### src/rtl/gray_pixel_source_if.sv
// Frame-buffer read port and video timing/pixel outputs of gray_pixel_source.
// master = the pixel source, slave = frame buffer plus video sink.
interface gray_pixel_source_if;
  logic        run;
  logic [16:0] rd_addr;
  logic        rd_en;
  logic [11:0] rd_data;
  logic [11:0] gray_in;
  logic [9:0]  x_coor;
  logic [8:0]  y_coor;
  logic        de;
  logic        hsync;
  logic        vsync;
  logic        frame_start;

  modport master (
    input  run, rd_data,
    output rd_addr, rd_en, gray_in, x_coor, y_coor, de, hsync, vsync, frame_start
  );

  modport slave (
    output run, rd_data,
    input  rd_addr, rd_en, gray_in, x_coor, y_coor, de, hsync, vsync, frame_start
  );
endinterface

### src/rtl/gray_pixel_source.sv
// VGA-style timing generator that reads a 320x240 RGB444 frame buffer at 2x scale
// and emits grayscale pixels through a 3-stage pipeline (address, fetch, convert).
module gray_pixel_source #(
  parameter int H_ACTIVE = 640,
  parameter int H_FP     = 16,
  parameter int H_SYNC   = 96,
  parameter int H_BP     = 48,
  parameter int V_ACTIVE = 480,
  parameter int V_FP     = 10,
  parameter int V_SYNC   = 2,
  parameter int V_BP     = 33
) (
  input  logic                 clk,
  input  logic                 reset,
  gray_pixel_source_if.master  bus
);

  localparam int H_TOTAL = H_ACTIVE + H_FP + H_SYNC + H_BP;
  localparam int V_TOTAL = V_ACTIVE + V_FP + V_SYNC + V_BP;

  localparam logic [9:0] H_LAST   = 10'(H_TOTAL - 1);
  localparam logic [9:0] V_LAST   = 10'(V_TOTAL - 1);
  localparam logic [9:0] H_ACT    = 10'(H_ACTIVE);
  localparam logic [9:0] V_ACT    = 10'(V_ACTIVE);
  localparam logic [9:0] HS_START = 10'(H_ACTIVE + H_FP);
  localparam logic [9:0] HS_END   = 10'(H_ACTIVE + H_FP + H_SYNC);
  localparam logic [9:0] VS_START = 10'(V_ACTIVE + V_FP);
  localparam logic [9:0] VS_END   = 10'(V_ACTIVE + V_FP + V_SYNC);

  logic [9:0]  r_h_cnt, r_v_cnt;

  logic        w_active, w_hsync_n, w_vsync_n, w_fstart;
  logic [16:0] w_vh, w_hh, w_addr;

  logic [16:0] r_rd_addr;
  logic        r_rd_en, r_s1_hs, r_s1_vs, r_s1_fs;
  logic [9:0]  r_s1_x;
  logic [8:0]  r_s1_y;

  logic        r_s2_de, r_s2_hs, r_s2_vs, r_s2_fs;
  logic [9:0]  r_s2_x;
  logic [8:0]  r_s2_y;
  logic [11:0] r_s2_rgb;

  logic [7:0]  w_r8, w_g8, w_b8, w_sum;
  logic [3:0]  w_gray;
  logic        w_unused_lsb;

  logic [11:0] r_gray;
  logic [9:0]  r_x;
  logic [8:0]  r_y;
  logic        r_de, r_hs, r_vs, r_fs;

  // Counters park at (0,0) while run is low so a restart begins a fresh frame.
  always_ff @(posedge clk or posedge reset) begin
    if (reset) begin
      r_h_cnt <= '0;
      r_v_cnt <= '0;
    end else if (!bus.run) begin
      r_h_cnt <= '0;
      r_v_cnt <= '0;
    end else if (r_h_cnt == H_LAST) begin
      r_h_cnt <= '0;
      r_v_cnt <= (r_v_cnt == V_LAST) ? 10'd0 : r_v_cnt + 10'd1;
    end else begin
      r_h_cnt <= r_h_cnt + 10'd1;
    end
  end

  assign w_active  = bus.run && (r_h_cnt < H_ACT) && (r_v_cnt < V_ACT);
  assign w_hsync_n = !(bus.run && (r_h_cnt >= HS_START) && (r_h_cnt < HS_END));
  assign w_vsync_n = !(bus.run && (r_v_cnt >= VS_START) && (r_v_cnt < VS_END));
  assign w_fstart  = bus.run && (r_h_cnt == 10'd0) && (r_v_cnt == 10'd0);

  // row*320 as row*256 + row*64
  assign w_vh   = {8'd0, r_v_cnt[9:1]};
  assign w_hh   = {8'd0, r_h_cnt[9:1]};
  assign w_addr = (w_vh << 8) + (w_vh << 6) + w_hh;

  always_ff @(posedge clk or posedge reset) begin
    if (reset) begin
      r_rd_addr <= '0;
      r_rd_en   <= 1'b0;
      r_s1_hs   <= 1'b1;
      r_s1_vs   <= 1'b1;
      r_s1_fs   <= 1'b0;
      r_s1_x    <= '0;
      r_s1_y    <= '0;
    end else begin
      r_rd_addr <= w_active ? w_addr : 17'd0;
      r_rd_en   <= w_active;
      r_s1_hs   <= w_hsync_n;
      r_s1_vs   <= w_vsync_n;
      r_s1_fs   <= w_fstart;
      r_s1_x    <= w_active ? r_h_cnt : 10'd0;
      r_s1_y    <= w_active ? r_v_cnt[8:0] : 9'd0;
    end
  end

  always_ff @(posedge clk or posedge reset) begin
    if (reset) begin
      r_s2_de  <= 1'b0;
      r_s2_hs  <= 1'b1;
      r_s2_vs  <= 1'b1;
      r_s2_fs  <= 1'b0;
      r_s2_x   <= '0;
      r_s2_y   <= '0;
      r_s2_rgb <= '0;
    end else begin
      r_s2_de  <= r_rd_en;
      r_s2_hs  <= r_s1_hs;
      r_s2_vs  <= r_s1_vs;
      r_s2_fs  <= r_s1_fs;
      r_s2_x   <= r_s1_x;
      r_s2_y   <= r_s1_y;
      r_s2_rgb <= r_rd_en ? bus.rd_data : 12'd0;
    end
  end

  // 5R + 9G + 2B peaks at 240, so 8 bits never overflow and g tops out at 15.
  assign w_r8   = {4'd0, r_s2_rgb[11:8]};
  assign w_g8   = {4'd0, r_s2_rgb[7:4]};
  assign w_b8   = {4'd0, r_s2_rgb[3:0]};
  assign w_sum  = (w_r8 << 2) + w_r8 + (w_g8 << 3) + w_g8 + (w_b8 << 1);
  assign w_gray = w_sum[7:4];
  assign w_unused_lsb = ^w_sum[3:0];

  always_ff @(posedge clk or posedge reset) begin
    if (reset) begin
      r_gray <= '0;
      r_x    <= '0;
      r_y    <= '0;
      r_de   <= 1'b0;
      r_hs   <= 1'b1;
      r_vs   <= 1'b1;
      r_fs   <= 1'b0;
    end else begin
      r_gray <= r_s2_de ? {w_gray, w_gray, w_gray} : 12'd0;
      r_x    <= r_s2_x;
      r_y    <= r_s2_y;
      r_de   <= r_s2_de;
      r_hs   <= r_s2_hs;
      r_vs   <= r_s2_vs;
      r_fs   <= r_s2_fs;
    end
  end

  assign bus.rd_addr     = r_rd_addr;
  assign bus.rd_en       = r_rd_en;
  assign bus.gray_in     = r_gray;
  assign bus.x_coor      = r_x;
  assign bus.y_coor      = r_y;
  assign bus.de          = r_de;
  assign bus.hsync       = r_hs;
  assign bus.vsync       = r_vs;
  assign bus.frame_start = r_fs;

endmodule

### src/flat_wrapper.sv
// flat-port wrapper written by rule: the top's interface ports become plain ports
module gray_pixel_source_flat 
#(
  parameter int H_ACTIVE = 640,
  parameter int H_FP     = 16,
  parameter int H_SYNC   = 96,
  parameter int H_BP     = 48,
  parameter int V_ACTIVE = 480,
  parameter int V_FP     = 10,
  parameter int V_SYNC   = 2,
  parameter int V_BP     = 33
)
  (clk, reset, bus_run, bus_rd_data, bus_rd_addr, bus_rd_en, bus_gray_in, bus_x_coor, bus_y_coor, bus_de, bus_hsync, bus_vsync, bus_frame_start);
  gray_pixel_source_if bus_i ();
  input  logic clk;
  input  logic reset;
  input wire logic [$bits(bus_i.run)-1:0] bus_run;
  input wire logic [$bits(bus_i.rd_data)-1:0] bus_rd_data;
  output wire logic [$bits(bus_i.rd_addr)-1:0] bus_rd_addr;
  output wire logic [$bits(bus_i.rd_en)-1:0] bus_rd_en;
  output wire logic [$bits(bus_i.gray_in)-1:0] bus_gray_in;
  output wire logic [$bits(bus_i.x_coor)-1:0] bus_x_coor;
  output wire logic [$bits(bus_i.y_coor)-1:0] bus_y_coor;
  output wire logic [$bits(bus_i.de)-1:0] bus_de;
  output wire logic [$bits(bus_i.hsync)-1:0] bus_hsync;
  output wire logic [$bits(bus_i.vsync)-1:0] bus_vsync;
  output wire logic [$bits(bus_i.frame_start)-1:0] bus_frame_start;
  assign bus_i.run = bus_run;
  assign bus_i.rd_data = bus_rd_data;
  assign bus_rd_addr = bus_i.rd_addr;
  assign bus_rd_en = bus_i.rd_en;
  assign bus_gray_in = bus_i.gray_in;
  assign bus_x_coor = bus_i.x_coor;
  assign bus_y_coor = bus_i.y_coor;
  assign bus_de = bus_i.de;
  assign bus_hsync = bus_i.hsync;
  assign bus_vsync = bus_i.vsync;
  assign bus_frame_start = bus_i.frame_start;
  gray_pixel_source #(.H_ACTIVE(H_ACTIVE), .H_FP(H_FP), .H_SYNC(H_SYNC), .H_BP(H_BP), .V_ACTIVE(V_ACTIVE), .V_FP(V_FP), .V_SYNC(V_SYNC), .V_BP(V_BP)) u_core (.clk(clk), .reset(reset), .bus(bus_i));
endmodule
### config.mk
export PLATFORM = sky130hd
export DESIGN_NAME = gray_pixel_source_flat
export DESIGN_NICKNAME = d
export VERILOG_FILES = /design/src/rtl/gray_pixel_source_if.sv /design/src/rtl/gray_pixel_source.sv /design/src/flat_wrapper.sv
export SDC_FILE = /design/constraint.sdc
export NUM_CORES = 1
export LEC_CHECK = 0
export ABC_AREA = 1
export CORE_UTILIZATION = 41
export DETAILED_ROUTE_END_ITERATION = 16
export PLACE_DENSITY = 0.63
export SLEW_MARGIN = 20
export SYNTH_ARGS = -nofsm -noshare
export SYNTH_HDL_FRONTEND = slang
export SYNTH_SLANG_ARGS = --single-unit
### constraint.sdc
create_clock -name clk -period 3.7 [get_ports clk]
set_input_delay 0.37 -clock clk [delete_from_list [all_inputs] [get_ports clk]]
set_output_delay 0.37 -clock clk [all_outputs]
set_load 0.005 [all_outputs]
# --- Word level (Yosys, flattened, before mapping) ---
# Index checks and enable logic that the tools add are counted.
op_classes:
  add_sub_neg: 8
  n_lt_le_gt_ge: 6
  eq_ne: 3
  muxes: 10
  reduce_logical: 12
op_table:
  columns: ["operator", "count"]
  rows:
  - ["$mux W10", 6]
  - ["$mux W12", 2]
  - ["$add A10 B1 Y10 const B", 2]
  - ["$eq A10 B10 Y1 const B", 2]
  - ["$logic_not A10 Y1", 2]
  - ["$lt A10 B10 Y1 const B", 2]
  - ["$lt A10 B9 Y1 const B", 2]
  - ["$add A17 B15 Y17", 1]
  - ["$add A17 B9 Y17", 1]
  - ["$mux W17", 1]
  - ["$ge A10 B10 Y1 const B", 1]
  - ["$ge A10 B9 Y1 const B", 1]
  - ["$mux W9", 1]
  - ["$add A8 B4 Y8", 1]
  - ["$add A8 B5 Y8", 1]
  - ["$add A8 B7 Y8", 1]
  - ["$logic_and A1 B1 Y1", 8]
  - ["$add A6 B4 Y7", 1]
  - ["$logic_not A1 Y1", 2]
  - ["$ne A2 B1 Y1 const B", 1]
word_totals:
  ff_bits: 130
  in_bits: 15
  wordCells: 62

# --- Longest topological paths before layout ---
# Gate-level depths: netlist (run 1).
logic_depth:
  word_depth: 5
  depth_mapped: 15

# --- Worst setup path after synthesis (run 1) ---
# Ideal clock, no wire load.
synth_path:
  path_kind: "reg-to-reg"
  from: "reg u_core.r_s2_rgb[10]"
  to: "reg u_core.r_gray[10], in the netlist u_core.bus.gray_in[10]"
  setup_time_ns: 0.119
  t_arrival_ns: 2.800
  t_required_ns: 3.581
  path_slack_ns: 0.781
  stages_incl_launch_ff: 11
  path_buffers: 0
  period_less_slack_ns: 2.919
  path_cell_list: "dfrtp_1 > ha_1 > fa_1 > fa_1 > fa_1 > ha_1 > nand2_1 > o21bai_1 > nand2_1 > a21oi_1 > nor2_1"
synth_via:
  elab_chain_cells: 5
synth_rtl:
  columns: ["item", "line_no", "text"]
  rows:
  - ["start: declaration", "gray_pixel_source.sv:43", "logic [11:0] r_s2_rgb;"]
  - ["start signal: assignment", "gray_pixel_source.sv:116", "r_s2_rgb <= r_rd_en ? bus.rd_data : 12'd0;"]
  - ["$add A6 B4 Y7", "gray_pixel_source.sv:124", "assign w_sum = (w_r8 << 2) + w_r8 + (w_g8 << 3) + w_g8 + (w_b8 << 1);"]
  - ["$add A8 B7 Y8", "gray_pixel_source.sv:124", null]
  - ["$add A8 B4 Y8", "gray_pixel_source.sv:124", null]
  - ["$add A8 B5 Y8", "gray_pixel_source.sv:124", null]
  - ["$mux W12", "gray_pixel_source.sv:138", "r_gray <= r_s2_de ? {w_gray, w_gray, w_gray} : 12'd0;"]
  - ["end signal: assignment", "gray_pixel_source.sv:138", null]
  - ["end: declaration", "gray_pixel_source.sv:49", "logic [11:0] r_gray;"]
# Every way passes these cells.
# A chain may end at the register's enable or synchronous reset.

# --- Worst setup path after layout (run 1) ---
# Ends and elaborated chain as after synthesis.

==> impl_metrics.csv, run 1 <==
group,metric,value,unit
outcome,status,"finished, final reports clean",
die,die_y,114.0,um
yosys,synth_top_family_by_area,"simple AND/OR/NAND/NOR gates",
power,pwr_density_cell,483.9,nW/um^2
layout,antenna_cells,0,
power,total_power,3.148,mW
timing,tightest_slew,0.7549,ns
job,timing.max_cap.violations,0,
setup_path,cp-end-kind,"register",
cts,cts_resized,0,
die,rows,40,
grt,antenna_found_initial,0,
timing,fin_crit_sh,83.66,%
yosys,yosys_warnings,0,
placement,placed_cell_area,5907,sq um
layout,final_nets,641,
drt,viasPerCell,4.726,
timing,setup_tns,0,ns
placement,placed_cells,735,
setup_path,crit_chain,"ha_1, fa_1, fa_1, fa_1, ha_1, nand2_1, o21bai_1, nand2_1, a21oi_1, nor2_1",
placement,place_ws,0.6544,ns
timing,slew_violations,0,
timing,fin_crit,3.095,ns
die,die-area,13010,sq um
grt,grt_first_pass_wirelength,16390,um
layout,layout_commonest_cell,"dfrtp_1",
grt,grt_start_max_net_pins,64,
setup_path,startpoint_type,"register",
cts,clock_latency,0.40,ns
drt,ant_nets,0,
hold_path,hold_path.class,"reg -> reg",
cts,path_clk_slew,0.05,ns
setup_path,reg2reg_from,"u_core.r_s2_rgb[10]",
cts,cts_tree,"built",
setup_path,cp.required,3.99,ns
yosys,synth-edff-count,0,
yosys,ys_async_sr_fraction,100.0,%
hold_path,worst_hold_startpoint,"u_core.r_s1_y[4]",
setup_path,crit_family,"adder cells",
grt,grt_pass1_vias,3490,
placement,place_congestion,0.9201,
setup_path,path_buf_inv,0,
setup_path,crit_fanout,5,
drt,finalWirelength,9472,um
setup_path,crit_slowest_cell,"fa_1",
drt,avgRoutedWirePerCell,12.35,um
grt,grt-ovfl-total,0,
timing,clock-skew-final,0.007450,ns
yosys,synthCells,520,
cts,clock_sinks,116,
timing,rsz0062_at_grt,"false",
timing,max_freq,323.1,MHz
cts,post-cts-setup-buffers,0,
hold_path,hold-path-cell-count,0,
yosys,yosys.area_share.xor_xnor,0.5105,%
drt,drcViolationCount,0,
yosys,ys_seq_area_share,56.54,%
yosys,syn_nets,575,
drt,drt-pass1-iter-count,5,
setup_path,slowest_delay,0.51,ns
die,core_area,12110,sq um
yosys,synth_area_per_cell,9.899,sq um
die,io_pins,68,
drt,vias,3625,
yosys,synth.area.mux_share,0,%
yosys,ys.flop_type,"dfrtp_1",
timing,layout_setup_ws,0.6047,ns
setup_path,worst-r2r-cell-count,10,
cts,cts_buffers,17,
power,cellLeakagePower,3.338,nW
setup_path,cp.arrival,3.39,ns
setup_path,crit_type,"reg -> reg",
yosys,synth-adder-area-share,11.04,%
placement,numPortBuffers,67,
layout,drive_above_1_share,9.516,%
layout,design_area,6506,sq um
cts,htree_levels,4,
drt,first_iter_violations,220,
placement,hpwlAfterDp,6746,um
die,die_x,114.0,um
yosys,synth-compound-area-share,3.306,%
layout,fin_cells,767,
layout,final_cell_mix,"dfrtp_1, nand2_1, inv_1",
cts,clock_path_buffers,2,
timing,setup_viol,0,
layout,area_delta_synth_final,26.40,%
timing,max_slew_margin,49.67,%
die,start_util,42.50,%
cts,cts_root_buf,"clkbuf_16",
setup_path,cp.depth,10,
setup_path,r2r_slack,0.60,ns
setup_path,cp_common_cell,"fa_1",
hold_path,min_to,"u_core.r_s2_y[4]",
yosys,ys_ff_latch,116,
power,ir_worst_vdd,313.3,uV
timing,hold_viol,0,
yosys,synthSimpleGateAreaFrac,20.08,%
yosys,ys_types,28,
grt,grt_usage,16.47,%
cts,cts_hold_buf,0,
setup_path,regToRegEndpoint,"u_core.bus.gray_in[10]",
yosys,synth_area,5147,sq um
-- registers in the layout (all words and copies together), names as in the netlist, 10 cells and up --
name                cells
u_core.bus.rd_addr     17
u_core.r_s2_rgb        12
u_core.bus.x_coor      10
u_core.r_h_cnt         10
u_core.r_s2_x          10
u_core.r_v_cnt         10
-- routing by layer --
metal	up-vias	GRT usage, %	routed length (um)
met5	-	0	0
met4	0	6.320	106
met3	11	5.260	542
met2	118	25.33	4524
met1	1713	21.75	4298
li1	1783	-	-
-- report_power, final --
group          leakage (nW)  internal, mW  switching, mW
sequential             1.57          1.30         0.0211
clock                 0.291          1.03          0.578
combinational          1.48         0.106          0.113
-- how the worst max path moves through the flow --
stage	start	to
floorplan	reset	u_core.bus.de
global placement	u_core.r_s2_rgb[10]	u_core.bus.gray_in[10]
detailed placement	u_core.r_s2_rgb[10]	u_core.bus.gray_in[10]
CTS	u_core.r_s2_rgb[10]	u_core.bus.gray_in[10]
global route	u_core.r_s2_rgb[10]	u_core.bus.gray_in[10]
finish	u_core.r_s2_rgb[10]	u_core.bus.gray_in[10]
-- synthesized netlist by cell type (2+ instances only) --
master	number	share of area, %
nand3_1	43	4.2
dfrtp_1	110	53
o21bai_1	2	0.29
ha_1	31	7.5
nor2_2	10	1.2
a21oi_1	19	1.8
a31oi_1	2	0.24
nor2_4	2	0.44
o21ai_0	7	0.68
xor2_1	3	0.51
dfstp_2	6	3.1
buf_6	2	0.44
nor3_1	11	1.1
fa_1	9	3.5
nand2_1	99	7.2
nor2_1	47	3.4
buf_2	4	0.39
nand4_1	17	2.1
clkbuf_1	3	0.22
inv_1	72	5.3
buf_4	14	2.0
-- kinds of logic (layout without fill, tap and decap cells) --
group,count (synthesis),count (layout)
AND/OR/NAND/NOR,232,232
flip-flops,116,116
buffers and inverters,97,176
adder cells (fa/ha/maj),40,40
AO/OA/AOI/OAI,32,32
XOR/XNOR,3,3
-- layout make-up --
class	instances	area, sq um
Timing Repair Buffer	70	705.7
Inverter	74	282.8
Sequential cell	116	2910
Tap cell	168	210.2
Clock buffer	19	452.9
Clock inverter	13	146.4
Fill cell	1087	5605
Multi-Input combinational cell	307	1798
-- stage by stage --
step,hold slack [ns],util [%]
after CTS,0.3406,53.72
after global placement,0.3318,48.77
after floorplan,0.3312,-
after global routing,0.3435,53.72
final,0.3412,53.72
after detailed placement,0.3347,48.77
(Power assumes the default switching activity.)
==> run 2: changes to the inputs <==
==> constraint.sdc (replaced) <==
create_clock -name clk -period 3.1 [get_ports clk]
set_input_delay 0.31 -clock clk [delete_from_list [all_inputs] [get_ports clk]]
set_output_delay 0.31 -clock clk [all_outputs]
set_load 0.005 [all_outputs]
==> run 2 against run 1 <==
  * Count of clock-buffer cells in the layout up 2
  * Critical path depth did not move
  * Largest power group unchanged
  * Clock skew hardly changed
  * Combinational power up 27%
  * Die area is the same
==> impl_metrics.csv, run 2 (synthesis results as in run 1) <==
group,metric,value,unit
layout,final_core_util,54.28,%
layout,layout_commonest_cell,"dfrtp_1",
layout,area_delta_synth_final,27.71,%
power,ir_worst_vdd,309.1,uV
setup_path,slowest_delay,0.50,ns
die,die_y,114.0,um
timing,setup_viol,0,
setup_path,cp_common_cell,"fa_1",
grt,use_met2,26.02,%
power,cellLeakagePower,3.363,nW
power,seq_power_share,41.2,%
setup_path,cp.required,3.39,ns
cts,clock_latency,0.40,ns
timing,fin_crit_sh,95.54,%
grt,top_usage_layer,"met2",
setup_path,cp.arrival,3.25,ns
timing,setup_tns,0,ns
setup_path,crit_fanout,3,
setup_path,crit_slowest_cell,"fa_1",
die,rows,40,
layout,design_area,6574,sq um
cts,path_clk_slew,0.05,ns
placement,placed_cell_area,5943,sq um
drt,vias,3609,
cts,cts_tree,"built",
grt,antenna_found_initial,0,
drt,drt-pass1-iter-count,5,
timing,clock-skew-final,0.007343,ns
grt,grt_pass1_vias,3382,
setup_path,r2r_slack,0.14,ns
hold_path,worst_hold_startpoint,"u_core.r_s1_y[4]",
timing,hold_viol,0,
drt,finalWirelength,9652,um
placement,place_congestion,0.8898,
die,die_x,114.0,um
setup_path,crit_type,"reg -> reg",
grt,met3_usage,5.207,%
power,pwr_density_cell,580.8,nW/um^2
cts,clock_sinks,116,
power,p_int,2.996,mW
die,start_util,42.50,%
timing,slew_violations,0,
power,total_power,3.818,mW
setup_path,worstSetupStartpoint,"u_core.r_s2_rgb[8]",
drt,first_iter_violations,228,
die,die-area,13010,sq um
layout,final_cell_mix,"dfrtp_1, nand2_1, inv_1",
setup_path,cp-end-kind,"register",
grt,met1_usage,21.36,%
layout,antenna_cells,0,
grt,grt_start_max_net_pins,40,
cts,post-cts-setup-buffers,0,
grt,grt-ovfl-total,0,
timing,fin_crit,2.962,ns
drt,ant_nets,0,
cts,cts_root_buf,"clkbuf_16",
die,core_area,12110,sq um
drt,avgRoutedWirePerCell,12.54,um
cts,cts_buffers,17,
cts,clock_path_buffers,2,
placement,place_ws,0.01524,ns
cts,cts_hold_buf,0,
grt,grt_usage,16.48,%
job,timing.max_cap.violations,0,
setup_path,startpoint_type,"register",
power,pwr-share-comb,7.3,%
placement,numPortBuffers,67,
die,io_pins,68,
placement,hpwlAfterDp,7076,um
layout,nFillCells,1074,
timing,tightest_slew,0.7787,ns
layout,drive_above_1_share,10.13,%
power,p_sw,0.8217,mW
setup_path,reg2reg_from,"u_core.r_s2_rgb[8]",
layout,final_nets,644,
timing,max_slew_margin,47.98,%
layout,largest_register_ffs,17,
drt,viasPerCell,4.687,
grt,grt_first_pass_wirelength,16310,um
drt,drcViolationCount,0,
power,clock_power_share,51.5,%
timing,max_freq,337.6,MHz
hold_path,hold_path.class,"reg -> reg",
cts,htree_levels,4,
power,switching_share,21.52,%
timing,layout_setup_ws,0.1382,ns
setup_path,crit_chain,"ha_1, fa_1, fa_1, fa_1, ha_4, nand2_1, o21bai_2, nand2_1, a21oi_1, nor2_1",
outcome,status,"finished, final reports clean",
timing,rsz0062_at_grt,"false",
-- run 2: area by class of cell --
type / instances / area [sq um] / share of cell area [%]
clock buffers: 21 / 460.4 / 7.004
clock inverters: 11 / 151.4 / 2.303
inverters: 74 / 284.0 / 4.321
multi-input cells: 307 / 1817 / 27.64
flip-flops and latches: 116 / 2910 / 44.27
well taps: 168 / 210.2 / 3.198
repair buffers: 73 / 740.7 / 11.27
-- run 2: per-layer routing --
metal	routed length, um	up-vias
met5	0	-
li1	-	1787
met1	4358	1711
met3	376	17
met4	169	0
met2	4748	94
-- run 2: worst paths after layout --
| check | endpoint | cells past startpoint |
|---|---|---|
| max in group asynchronous | u_core.bus.vsync | 3 |
| setup / recovery | u_core.bus.gray_in[10] | 10 |
| hold / removal | u_core.r_s2_y[4] | 0 |
| hold reg to reg | u_core.r_s2_y[4] | 0 |
| setup reg to reg | u_core.bus.gray_in[10] | 10 |
| min in group asynchronous | u_core.r_s2_rgb[6] | 2 |
-- run 2: timing repair --
action | 4_1_cts | 5_1_grt
setup endpoints to repair | 0 | 2
resized for setup | 0 | 3
endpoints found under the hold margin | 0 | 0
-- run 2: per-stage QoR --
stage | hold slack, ns | std cells
5_1_grt | 0.3493 | 770
2_1_floorplan | 0.3312 | 520
4_1_cts | 0.3463 | 770
6_report | 0.3457 | 770
3_3_place_gp | 0.3327 | 738
3_5_place_dp | 0.3347 | 738
-- run 2: critical path, delay by kind of cell, from the launching register on --
kind            cells  cell delay (ns)
compound gates      2             0.30
fa+ha+maj           5             1.95
flops               1             0.39
simple gates        3             0.22
-- run 2: power groups by stage --
| stage | clock network, mW | logic, mW | registers (mW) |
|---|---|---|---|
| 2_1_floorplan | 0 | 0.169 | 1.59 |
| 3_3_place_gp | 0 | 0.260 | 1.60 |
| 3_5_place_dp | 0 | 0.268 | 1.60 |
| 4_1_cts | 2.01 | 0.271 | 1.57 |
| 5_1_grt | 2.09 | 0.318 | 1.58 |
| 6_report | 1.97 | 0.278 | 1.57 |
==> run 3: changes to the inputs <==
--- a/config.mk
+++ b/config.mk
@@ -7,8 +7,9 @@
 export LEC_CHECK = 0
 export ABC_AREA = 1
 export CORE_UTILIZATION = 41
+export CTS_BUF_LIST = sky130_fd_sc_hd__clkbuf_2 sky130_fd_sc_hd__clkbuf_4 sky130_fd_sc_hd__clkbuf_8
 export DETAILED_ROUTE_END_ITERATION = 16
-export PLACE_DENSITY = 0.63
+export PLACE_DENSITY = 0.6
 export SLEW_MARGIN = 20
 export SYNTH_ARGS = -nofsm -noshare
 export SYNTH_HDL_FRONTEND = slang
==> run 3 against run 2 <==
  * Count of clock-buffer cells in the layout fell by 3
  * Sequential share of layout area rose by 1.6 points
  * Critical path depth did not move
  * Die area did not move
  * Cell count did not move
  * Combinational power barely moved
  * Wire length fell by 2.4%
  * Clock power fell by 31%
  * Total power fell by 16%
  * Hold slack got worse by 0.064 ns
  * Global-route usage fell by 0.25 points
  * Largest cell class unchanged
==> impl_metrics.csv, run 3 (synthesis results as in run 1) <==
group,metric,value,unit
setup_path,path_buf_inv,0,
die,core_area,12110,sq um
timing,slew_violations,0,
layout,nFillCells,1146,
setup_path,cp_common_cell,"fa_1",
grt,top_usage_layer,"met2",
drt,vias,3599,
grt,use_met2,24.81,%
setup_path,crit_slowest_cell,"fa_1",
setup_path,r2r_slack,0.12,ns
layout,layout_commonest_cell,"dfrtp_1",
setup_path,regToRegEndpoint,"u_core.bus.gray_in[10]",
power,ir_worst_vdd,192.7,uV
timing,max_freq,335.2,MHz
die,io_pins,68,
power,total_power,3.209,mW
grt,grt_usage,16.23,%
die,die-area,13010,sq um
setup_path,cp.required,3.41,ns
setup_path,startpoint_type,"register",
timing,hold_viol,0,
setup_path,crit_fanout,5,
timing,rsz0062_at_grt,"false",
timing,setup_viol,0,
power,clock_power_share,42.3,%
die,die_y,114.0,um
power,p_sw,0.7918,mW
layout,drive_above_1_share,10.63,%
layout,final_cell_mix,"dfrtp_1, nand2_1, inv_1",
grt,grt_start_max_net_pins,53,
drt,ant_nets,0,
outcome,status,"finished, final reports clean",
cts,cts_tree,"built",
die,rows,40,
cts,cts_buffers,17,
setup_path,cp-end-kind,"register",
setup_path,slowest_delay,0.50,ns
layout,final_nets,644,
die,die_x,114.0,um
cts,htree_levels,4,
cts,cts_root_buf,"clkbuf_8",
drt,avgRoutedWirePerCell,12.24,um
drt,viasPerCell,4.674,
drt,finalWirelength,9421,um
cts,clock_sinks,116,
cts,post-cts-setup-buffers,0,
power,switching_share,24.68,%
timing,max_slew_margin,63.92,%
power,cellLeakagePower,3.253,nW
setup_path,cp.arrival,3.29,ns
drt,drcViolationCount,0,
placement,numPortBuffers,67,
hold_path,hold_path.class,"in -> async",
placement,place_congestion,0.8890,
setup_path,reg2reg_from,"u_core.r_s2_rgb[10]",
grt,met3_usage,4.888,%
timing,tightest_slew,0.5401,ns
setup_path,crit_chain,"ha_1, fa_1, fa_1, fa_1, ha_4, nand2_1, o21bai_2, nand2_1, a21oi_1, nor2_1",
job,timing.max_cap.violations,0,
layout,largest_register_ffs,17,
setup_path,worst-r2r-cell-count,10,
timing,fin_crit_sh,96.24,%
power,pwr_density_cell,505.1,nW/um^2
placement,hpwlAfterDp,6880,um
grt,antenna_found_initial,0,
setup_path,crit_family,"adder cells",
grt,met1_usage,21.74,%
layout,antenna_cells,0,
cts,clock_latency,0.43,ns
die,start_util,42.50,%
grt,grt-ovfl-total,0,
timing,fin_crit,2.983,ns
drt,drt-pass1-iter-count,4,
grt,grt_pass1_vias,3510,
cts,clock_path_buffers,2,
timing,clock-skew-final,0.01468,ns
timing,setup_tns,0,ns
power,p_int,2.417,mW
layout,area_delta_synth_final,23.41,%
power,seq_power_share,48.9,%
setup_path,crit_type,"reg -> reg",
drt,first_iter_violations,173,
cts,path_clk_slew,0.08,ns
grt,grt_first_pass_wirelength,16350,um
power,pwr-share-comb,8.7,%
-- run 3: power groups by stage --
stage / Clock [mW] / Combinational [mW] / Sequential (mW)
finish: 1.36 / 0.280 / 1.57
floorplan: 0 / 0.169 / 1.59
CTS: 1.39 / 0.265 / 1.57
global placement: 0 / 0.257 / 1.60
global route: 1.47 / 0.320 / 1.57
detailed placement: 0 / 0.262 / 1.60
-- run 3: final cells by class --
class                      instances  area, sq um  area share, %
sequential                       116         2912          45.83
multi-input combinational        307         1827          28.76
timing repair buffer              73        728.2          11.46
inverter                          74        284.0          4.471
clock buffer                      18        241.5          3.801
tap                              168        210.2          3.309
clock inverter                    14        150.1          2.364
-- run 3: worst max path at each step --
stage / startpoint / end / slack, ns / depth (start not counted)
finish: u_core.r_s2_rgb[10] / u_core.bus.gray_in[10] / 0.12 / 10
CTS: u_core.r_s2_rgb[10] / u_core.bus.gray_in[10] / 0.06 / 10
detailed placement: u_core.r_s2_rgb[10] / u_core.bus.gray_in[10] / 0.06 / 10
global route: u_core.r_s2_rgb[10] / u_core.bus.gray_in[7] / 0.003 / 11
floorplan: u_core.r_s2_rgb[10] / u_core.bus.gray_in[10] / 0.18 / 10
global placement: u_core.r_s2_rgb[10] / u_core.bus.gray_in[10] / 0.11 / 10
-- run 3: stage by stage --
stage               utilization [%]  area (sq um)  hold WS, ns  std cells  worst slack, ns
CTS                           52.23          6326       0.2808        770          0.06189
global placement              48.97          5931       0.3321        738           0.1116
detailed placement            48.97          5931       0.3347        738          0.05692
floorplan                         -          5151       0.3312        520           0.1806
finish                        52.45          6352       0.2813        770           0.1167
global route                  52.45          6352       0.3028        770         0.003227
-- run 3: per-layer routing --
metal	up-vias	part of all wire, %	wire length (um)
li1	1787	-	-
met1	1703	47	4442
met2	95	46	4349
met3	14	4.8	449
met4	0	1.9	180
met5	-	0	0
-- run 3: worst reg2reg max path, cell delays in order (launching register included) --
cell and delay [ns]:
dfrtp_2 0.44, ha_1 0.22, fa_1 0.50, fa_1 0.43, fa_1 0.49, ha_4 0.30
nand2_1 0.06, o21bai_2 0.15, nand2_1 0.10, a21oi_1 0.13, nor2_1 0.06
-- run 3: timing repair --
item                                   CTS  global route
resized for setup                        1             3
endpoints found under the hold margin    0             0
hold buffers                             0             0
pin swaps                                0             3
setup endpoints to repair                1             2
